**config.mk**
```make
export PLATFORM = sky130hd
export DESIGN_NAME = nco_note_sequencer
export DESIGN_NICKNAME = d
export VERILOG_FILES = /design/src/rtl/nco_note_sequencer.sv
export SDC_FILE = /design/constraint.sdc
export NUM_CORES = 1
export LEC_CHECK = 0
export CORE_UTILIZATION = 39
export DETAILED_ROUTE_END_ITERATION = 10
export GPL_ROUTABILITY_DRIVEN = 0
export MAX_ROUTING_LAYER = met4
export PLACE_DENSITY = 0.61
export SLEW_MARGIN = 25
export SYNTH_ARGS = -nofsm -noshare
export SYNTH_HDL_FRONTEND = slang
export SYNTH_SLANG_ARGS = --single-unit
```
**constraint.sdc**
```tcl
create_clock -name clk -period 8.7 [get_ports clk]
set_clock_uncertainty 0.15 [all_clocks]
set_input_delay 1.305 -clock clk [delete_from_list [all_inputs] [get_ports clk]]
set_output_delay 1.305 -clock clk [all_outputs]
set_load 0.02 [all_outputs]
```
**src/rtl/nco_note_sequencer.sv**
```systemverilog
// Note sequencer for the NCO: free-running sample strobe plus a (fcw, duration) command
// stream with a one-entry pending slot so consecutive notes play without a silent gap.
module nco_note_sequencer #(
    parameter int SAMPLE_DIV = 1024,
    parameter int FCW_W      = 24,
    parameter int DUR_W      = 16
) (
    input  logic             clk,
    input  logic             rst_n,
    input  logic [FCW_W-1:0] cmd_fcw,
    input  logic [DUR_W-1:0] cmd_dur,
    input  logic             cmd_valid,
    output logic             cmd_ready,
    input  logic             flush,
    output logic [FCW_W-1:0] nco_fcw,
    output logic             nco_next_sample,
    output logic             busy,
    output logic             note_done
);

    localparam int CNT_W = (SAMPLE_DIV > 1) ? $clog2(SAMPLE_DIV) : 1;
    localparam logic [CNT_W-1:0] CNT_MAX = CNT_W'(SAMPLE_DIV - 1);

    typedef enum logic {
        IDLE,
        PLAY
    } state_t;

    state_t           state;
    state_t           state_nxt;
    logic [CNT_W-1:0] tick_cnt;
    logic             pend_valid;
    logic [FCW_W-1:0] pend_fcw;
    logic [DUR_W-1:0] pend_dur;
    logic [FCW_W-1:0] cur_fcw;
    logic [DUR_W-1:0] remaining;
    logic             load;
    logic             done_nxt;
    logic             accept;
    logic             tick;

    // A zero-length note still occupies one sample.
    function automatic logic [DUR_W-1:0] dur_clamp(input logic [DUR_W-1:0] d);
        return (d == '0) ? DUR_W'(1) : d;
    endfunction

    assign tick      = nco_next_sample;
    assign cmd_ready = !pend_valid;
    assign accept    = cmd_valid && !pend_valid && !flush;
    assign busy      = (state == PLAY);
    assign nco_fcw   = busy ? cur_fcw : '0;

    // Sample strobe: registered so it is high for the cycle after tick_cnt wraps.
    always_ff @(posedge clk or negedge rst_n) begin
        if (!rst_n) begin
            tick_cnt        <= '0;
            nco_next_sample <= 1'b0;
        end else begin
            tick_cnt        <= (tick_cnt == CNT_MAX) ? '0 : tick_cnt + 1'b1;
            nco_next_sample <= (tick_cnt == CNT_MAX);
        end
    end

    always_comb begin
        state_nxt = state;
        load      = 1'b0;
        done_nxt  = 1'b0;
        unique case (state)
            IDLE: begin
                if (pend_valid) begin
                    load      = 1'b1;
                    state_nxt = PLAY;
                end
            end
            PLAY: begin
                if (tick && remaining == DUR_W'(1)) begin
                    done_nxt = 1'b1;
                    if (pend_valid) load = 1'b1;
                    else            state_nxt = IDLE;
                end
            end
            default: state_nxt = IDLE;
        endcase
        if (flush) begin
            state_nxt = IDLE;
            load      = 1'b0;
            done_nxt  = 1'b0;
        end
    end

    // Control state: FSM, pending-slot occupancy, sample countdown, completion pulse.
    always_ff @(posedge clk or negedge rst_n) begin
        if (!rst_n) begin
            state      <= IDLE;
            pend_valid <= 1'b0;
            remaining  <= '0;
            note_done  <= 1'b0;
        end else begin
            state     <= state_nxt;
            note_done <= done_nxt;
            if (flush || load) pend_valid <= 1'b0;
            else if (accept)   pend_valid <= 1'b1;
            if (load)                     remaining <= dur_clamp(pend_dur);
            else if (state == PLAY && tick) remaining <= remaining - 1'b1;
        end
    end

    // Note payload registers; nco_fcw is gated by state, so these need no reset.
    always_ff @(posedge clk) begin
        if (accept) begin
            pend_fcw <= cmd_fcw;
            pend_dur <= cmd_dur;
        end
        if (load) cur_fcw <= pend_fcw;
    end

endmodule

```
After elaboration in Yosys (flattened, before gate mapping)

Index checks and enable logic that the tools add are counted.
W data, S select, Z words.

Register bits after elaboration: 94
Bits of input ports: 44
Output and inout port bits: 28
Word-level logic and storage cells: 41

Add/sub/neg operators: 2
Equality and inequality tests: 2
Multiplexer cells: 17
Bitwise operators: 1
Reduce and logical (&&, ||, !) cells: 10

Operators by type and width:

| cell                    | number |
|---|---|
| $mux W16                | 3 |
| $mux W24                | 1 |
| $eq A16 B1 Y1 const B   | 1 |
| $logic_not A16 Y1       | 1 |
| $sub A16 B1 Y16 const B | 1 |
| $add A10 B1 Y10 const B | 1 |
| $eq A10 B10 Y1 const B  | 1 |
| $mux W1                 | 10 |
| $mux W10                | 1 |
| $logic_and A1 B1 Y1     | 4 |
| $pmux W1 S2             | 2 |
| $reduce_bool A2 Y1      | 2 |
| $logic_not A1 Y1        | 2 |
| $logic_or A1 B1 Y1      | 1 |
| $not A1 Y1              | 1 |

Depth between registers and ports, before layout

Gate-level depths: netlist of the first run.

Word-level depth: 7
Mapped depth: 7
Depth with buffers taken out: 7

Worst setup path after synthesis of the first run

Ideal clock, no wire load.

Path kind: input to register
From: in cmd_valid
To: reg pend_dur[0], enable pin
Library setup time: 0.437 ns
Arrival: 3.062 ns
Required time: 8.113 ns
Setup slack: 5.051 ns
Cell stages on the path: 2
Path buffers: 0
Cell sequence: nand2_1 nor2_1

Word-level cells in the longest chain between the ends: 2

Ends and longest elaborated chain:

| item                             | line | source |
|---|---|---|
| start: declaration               | 12   | `input logic cmd_valid,` |
| $logic_and A1 B1 Y1 (2 in a row) | 49   | `assign accept = cmd_valid && !pend_valid && !flush;` |
| named net accept                 | 39   | `logic accept;` |
| end signal: assignment           | 112  | `pend_dur <= cmd_dur;` |
| end: declaration                 | 34   | `logic [DUR_W-1:0] pend_dur;` |

The timed path passes the listed nets, and every way through them passes these cells.
A chain may end at the register's enable or synchronous reset.

Worst setup path after layout of the first run

From: reg state (netlist: busy)
To: out nco_fcw[6]

Word-level cells in the longest chain between the ends: 1

Ends and longest elaborated chain:

| item                     | line | source |
|---|---|---|
| start: declaration       | 29   | `state_t state;` |
| start signal: assignment | 99   | `state <= state_nxt;` |
| $mux W24                 | 51   | `assign nco_fcw = busy ? cur_fcw : '0;` |
| end: declaration         | 15   | `output logic [FCW_W-1:0] nco_fcw,` |

Every way passes these cells.

==> results of run 1 <==
[worst reg2reg max path, cell delays in order (launching register included)]
cell	delay (ns)
dfrtp_1	0.41
or3_4	0.40
or3_4	0.36
o31ai_4	0.34
nand3b_4	0.31
inv_1	0.79
[routing by layer]
metal / part of all wire (%) / wire (um)
met1: 46 / 2780
met2: 50 / 3000
met3: 3.3 / 199
met4: 1.2 / 72
met5: 0 / 0
[placed cells by master, fill, tap and decap left out, types with 2 or more instances in the layout]
cell type	count
dfrtp_1	30
xnor2_1	9
mux2_4	8
and3_1	2
or3_4	2
inv_1	4
xor2_1	12
and4_1	2
ha_1	3
nor4_1	5
nor3_1	10
nand3_1	5
nand2_1	11
o21ai_0	2
nand4b_1	2
mux2_2	7
clkbuf_8	9
inv_6	3
and2_1	24
edfxtp_1	64
nor2_1	11
clkdlybuf4s50_1	71
[logic make-up (layout without fill, tap and decap cells)]
family | count (synthesis) | after routing | synth area share (%)
fa+ha+maj | 3 | 3 | 1.02
buf+inv | 9 | 93 | 1.12
flops | 94 | 94 | 72.8
mux | 16 | 16 | 5.69
compound gates | 8 | 8 | 1.87
xor+xnor | 21 | 21 | 5.01
simple gates | 80 | 80 | 12.5
[stage by stage]
stage | cell area, um2 | util (%) | hold slack, ns | instances | total power [mW]
3_3_place_gp | 4510 | 49.0 | 0.250 | 409 | 0.655
6_report | 4730 | 51.4 | 0.275 | 426 | 0.934
3_5_place_dp | 4530 | 49.3 | 0.255 | 410 | 0.658
2_1_floorplan | 3670 | - | 0.250 | 231 | 0.609
4_1_cts | 4730 | 51.4 | 0.275 | 426 | 0.947
5_1_grt | 4730 | 51.4 | 0.282 | 426 | 0.979
[power groups by stage]
stage	Combinational (mW)	Clock, mW	Sequential (mW)
final	0.111	0.287	0.536
after floorplan	0.0694	0	0.539
after global routing	0.121	0.318	0.541
after global placement	0.109	0	0.545
after detailed placement	0.112	0	0.546
after CTS	0.112	0.298	0.537
[cell usage after synthesis, drive strengths merged, types with 2 or more instances]
master  count  area, um2
edfxtp     64       1920
dfrtp      30        751
and2       24        150
mux2       15        199
nor2       12       45.0
xor2       12        105
nand2      11       41.3
nor3       10       50.1
xnor2       9       78.8
nand3       5       25.0
nor4        5       31.3
clkbuf      4       15.0
inv         4       15.0
ha          3       37.5
or3         3       28.8
and3        2       12.5
and4        2       17.5
nand4b      2       17.5
o21ai       2       10.0
[worst paths after layout]
| path | slack (ns) | depth (start not counted) | end | startpoint |
|---|---|---|---|---|
| min in group asynchronous | 1.19 | 2 | remaining[6] | rst_n |
| setup / recovery | 5.14 | 2 | nco_fcw[6] | busy |
| hold / removal | 0.28 | 0 | cur_fcw[1] | pend_fcw[1] |
| hold reg to reg | 0.28 | 0 | cur_fcw[1] | pend_fcw[1] |
| setup reg to reg | 5.57 | 5 | cur_fcw[16] | remaining[12] |
| max in group asynchronous | 6.92 | 2 | tick_cnt[1] | rst_n |
[state kept, by name (all words and copies together) (netlist names)]
| name | cells |
|---|---|
| tick_cnt | 10 |
| pend_fcw | 24 |
| pend_dur | 16 |
| nco_next_sample | 1 |
| busy | 1 |
| remaining | 16 |
| cur_fcw | 24 |
| pend_valid | 1 |
| note_done | 1 |
[area by class of cell]
| class | instances | area (um2) | share of cell area (%) |
|---|---|---|---|
| Clock buffer | 10 | 128 | 2.70 |
| Multi-Input combinational cell | 128 | 965 | 20.4 |
| Timing Repair Buffer | 73 | 738 | 15.6 |
| Inverter | 4 | 15.0 | 0.318 |
| Tap cell | 111 | 139 | 2.94 |
| Sequential cell | 94 | 2670 | 56.6 |
| Clock inverter | 6 | 68.8 | 1.46 |
==> impl_metrics.tcl, run 1 <==
set metrics [dict create \
    yosysSeqAreaShare_pct 72.8 \
    antenna_found_initial 0 \
    cts_hold_buf 0 \
    crit_required_ns 7.24 \
    synth.cell_area_um2 3670 \
    p_int_mw 0.714 \
    start_util_pct 39.9 \
    cts_max_level 3 \
    chipHeight_um 99.0 \
    wirelength_mm 6.05 \
    slew_violations 0 \
    grt-ovfl-total 0 \
    cts_tree "done" \
    tightest_slew_ns 0.924 \
    synth_cells 231 \
    use_met2_pct 21.4 \
    setup_violations 0 \
    crit_family "flip-flops" \
    switching_power_mw 0.221 \
    rsz0062_at_grt "no" \
    cts_sinks 94 \
    pwr-share-clk_pct 30.7 \
    cp-end-kind "primary output" \
    synth-edff-count 64 \
    hold_class "reg2reg" \
    cts_resized 0 \
    fin_crit_sh_pct 40.9 \
    ys.flop_type "edfxtp_1" \
    min_period_ns 3.56 \
    gr-usage-all-layers_pct 13.6 \
    grt_max_degree 31 \
    port_buffers 71 \
    drt-initial-drc-count 56 \
    start_kind "flip-flop" \
    drt-pass1-iter-count 4 \
    crit_path_max_incr_delay_ns 0.88 \
    num_rows 35 \
    slew_headroom_pct 38.3 \
    cp_max_fo 30 \
    ant_nets 0 \
    slowest_stage "dfrtp_1" \
    maxCapViolations 0 \
    use_met3_pct 4.26 \
    timing.final.ws_setup_ns 5.14 \
    num_vias 2019 \
    path_cells "and2_1 -> clkdlybuf4s50_1" \
    drive_above_1_share_pct 11.7 \
    ios 72 \
    hold_viol 0 \
    dp_hpwl_mm 4.16 \
    p_leak_nw 1.76 \
    async_reset_ff_share_pct 31.9 \
    status "finished clean" \
    yosysUniqueCellTypes 33 \
    finalNetCount 357 \
    antennaDiodeCount 0 \
    insertion_delay_ns 0.35 \
    ys_warn_count 0 \
    p_sw_share_pct 23.6 \
    final.fill_count 824 \
    yosys_register_bits 94 \
    core_area_um2 9200 \
    critical_path_class "reg2out" \
    grt_pass1_wl_mm 9.70 \
    vdd.ir_drop.worst_v 0.000129 \
    die_area_um2 9800 \
    pwr-share-comb_pct 11.9 \
    wl_per_cell_um 14.2 \
    grt_pass1_vias 1957 \
    drcViolationCount 0 \
    cts_buffers 9 \
    cts.clk_slew.worst_paths_ns 0.10 \
    power_frac_seq_pct 57.4 \
    cp_num_buf_inv 1 \
    vias_per_cell 4.74 \
    fin_setup_tns_ns 0 \
    post-cts-setup-buffer-count 0 \
    use_met1_pct 16.8 \
    area_growth_pct 28.7 \
    top_usage_layer "met2" \
    die_x_um 99.0 \
    synth_area_per_cell_um2 15.9 \
    clock_path_buffers 2 \
    p_per_area_nw_per_um2 198 \
    fmax_ghz 0.281 \
    cts_root_buffer "clkbuf_8" \
    pre_cts_ws_ns 5.07 \
    cp.arrival_ns 2.11 \
    synth_nets 278 \
]
No activity file was read; power rests on OpenSTA's default activity.
==> inputs of run 2 (changes only) <==
--- a/config.mk
+++ b/config.mk
@@ -9,7 +9,7 @@
 export DETAILED_ROUTE_END_ITERATION = 10
 export GPL_ROUTABILITY_DRIVEN = 0
 export MAX_ROUTING_LAYER = met4
-export PLACE_DENSITY = 0.61
+export PLACE_DENSITY = 0.63
 export SLEW_MARGIN = 25
 export SYNTH_ARGS = -nofsm -noshare
 export SYNTH_HDL_FRONTEND = slang
==> constraint.sdc (replaced) <==
create_clock -name clk -period 3.15 [get_ports clk]
set_clock_uncertainty 0.15 [all_clocks]
set_input_delay 0.4725 -clock clk [delete_from_list [all_inputs] [get_ports clk]]
set_output_delay 0.4725 -clock clk [all_outputs]
set_load 0.02 [all_outputs]
==> run 2 against run 1 <==
Compared with the run above: power grew to 2.8 times the previous value; core utilization is 0.39 points higher; critical path depth grew 1; cell count rose by 0.94%; die area unchanged; sequential share of layout area shrank 0.43 points; critical endpoint is now nco_fcw[0]; largest power group unchanged.
==> impl_metrics.tcl, run 2 (synthesis results as in run 1) <==
set metrics [dict create \
    fin_crit_sh_pct 79.2 \
    hold_viol 0 \
    grt-ovfl-total 0 \
    crit_required_ns 2.53 \
    p_per_area_nw_per_um2 545 \
    fmax_ghz 0.401 \
    drcViolationCount 0 \
    core_area_um2 9200 \
    power_frac_seq_pct 56.8 \
    tightest_slew_ns 0.487 \
    maxCapViolations 0 \
    dp_hpwl_mm 4.27 \
    antennaDiodeCount 0 \
    pwr-share-comb_pct 12.2 \
    gr-usage-all-layers_pct 13.9 \
    min_period_ns 2.50 \
    area_growth_pct 29.7 \
    final_common_cell "clkdlybuf4s50_1" \
    chipHeight_um 99.0 \
    p_sw_share_pct 23.9 \
    drt-initial-drc-count 101 \
    cp.arrival_ns 1.87 \
    num_vias 2046 \
    cp-end-kind "primary output" \
    port_buffers 71 \
    holdPathStages 0 \
    wl_per_cell_um 14.0 \
    ff2ff_path_depth 6 \
    num_rows 35 \
    regArea_um2 2670 \
    cts_root_buffer "clkbuf_8" \
    cts_resized 0 \
    cts_tree "done" \
    finalNetCount 361 \
    reg_top3 "cur_fcw: 24 flops, pend_fcw: 24 flops" \
    start_kind "flip-flop" \
    status "finished clean" \
    final.fill_count 811 \
    final_cell_mix "clkdlybuf4s50_1, edfxtp_1, dfrtp_1, and2_1, xor2_1" \
    ant_nets 0 \
    p_leak_nw 1.78 \
    critical_path_class "reg2out" \
    cts_max_level 3 \
    cp_max_fo 15 \
    grt_pass1_vias 2014 \
    cts_hold_buf 0 \
    drive_above_1_share_pct 13.2 \
    switching_power_mw 0.621 \
    cts_buffers 9 \
    insertion_delay_ns 0.36 \
    clock_path_buffers 2 \
    dp_cells 414 \
    wirelength_mm 6.01 \
    rsz0062_at_grt "no" \
    post-cts-setup-buffer-count 0 \
    stdcell_count 430 \
    antenna_found_initial 0 \
    setup_violations 0 \
    slew_violations 0 \
    pwr-share-clk_pct 31.0 \
    ios 72 \
    start_util_pct 39.9 \
    cts.clk_slew.worst_paths_ns 0.09 \
    vdd.ir_drop.worst_v 0.000210 \
    p_int_mw 1.98 \
    grt_pass1_wl_mm 9.90 \
    hold_class "reg2reg" \
    multi_input_area_um2 965 \
    fin_setup_tns_ns 0 \
    vias_per_cell 4.76 \
    drt-pass1-iter-count 4 \
    die_x_um 99.0 \
    grt_max_degree 31 \
    cts_sinks 94 \
    die_area_um2 9800 \
    slew_headroom_pct 67.3 \
]
-- run 2: changes by cell type in the layout (fill, tap and decap cells not counted), sizes merged --
cell,delta
clkbuf,-1
buf,+4
clkinvlp,+1
-- run 2: path summary, 6_finish.rpt --
| kind | from | end | slack [ns] |
|---|---|---|---|
| min in group asynchronous | rst_n | remaining[4] | 0.34 |
| hold reg to reg | pend_fcw[3] | cur_fcw[3] | 0.28 |
| max in group asynchronous | rst_n | tick_cnt[2] | 2.21 |
| hold / removal | pend_fcw[3] | cur_fcw[3] | 0.28 |
| setup / recovery | busy | nco_fcw[0] | 0.65 |
| setup reg to reg | remaining[10] | cur_fcw[6] | 0.72 |
-- run 2: metal layers --
layer / GRT usage (%) / wire (um) / vias up
met1: 17.3 / 2750 / 1001
met2: 21.7 / 2970 / 40
met3: 2.62 / 162 / 11
met5: - / 0 / -
met4: 7.23 / 135 / 0
li1: - / - / 994
-- run 2: through the flow --
stage / total power [mW] / instance area, um2 / util, % / setup WS, ns / hold WS, ns
3_3_place_gp: 1.81 / 4560 / 49.6 / 0.754 / 0.250
5_1_grt: 2.72 / 4760 / 51.8 / 0.532 / 0.282
6_report: 2.60 / 4760 / 51.8 / 0.655 / 0.276
2_1_floorplan: 1.68 / 3670 / - / 0.176 / 0.0269
4_1_cts: 2.63 / 4760 / 51.8 / 0.608 / 0.278
3_5_place_dp: 1.82 / 4560 / 49.6 / 0.700 / 0.255
-- run 2: critical path: stages, from the launching register on --
cell and delay, ns:
dfrtp_1 0.51, buf_4 0.24, and2_1 0.14, clkdlybuf4s50_1 0.62
-- run 2: power by group through the flow --
stage	Clock [mW]	Combinational [mW]	Sequential [mW]
6_report	0.806	0.318	1.47
5_1_grt	0.890	0.346	1.49
4_1_cts	0.836	0.324	1.47
3_5_place_dp	0	0.322	1.50
3_3_place_gp	0	0.315	1.50
2_1_floorplan	0	0.192	1.49
-- run 2: cell type report --
type / count / area share [%]
well taps: 111 / 2.92
repair buffers: 77 / 16.1
inverters: 4 / 0.315
clock buffers: 9 / 2.60
multi-input cells: 128 / 20.3
flip-flops and latches: 94 / 56.1
clock inverters: 7 / 1.66
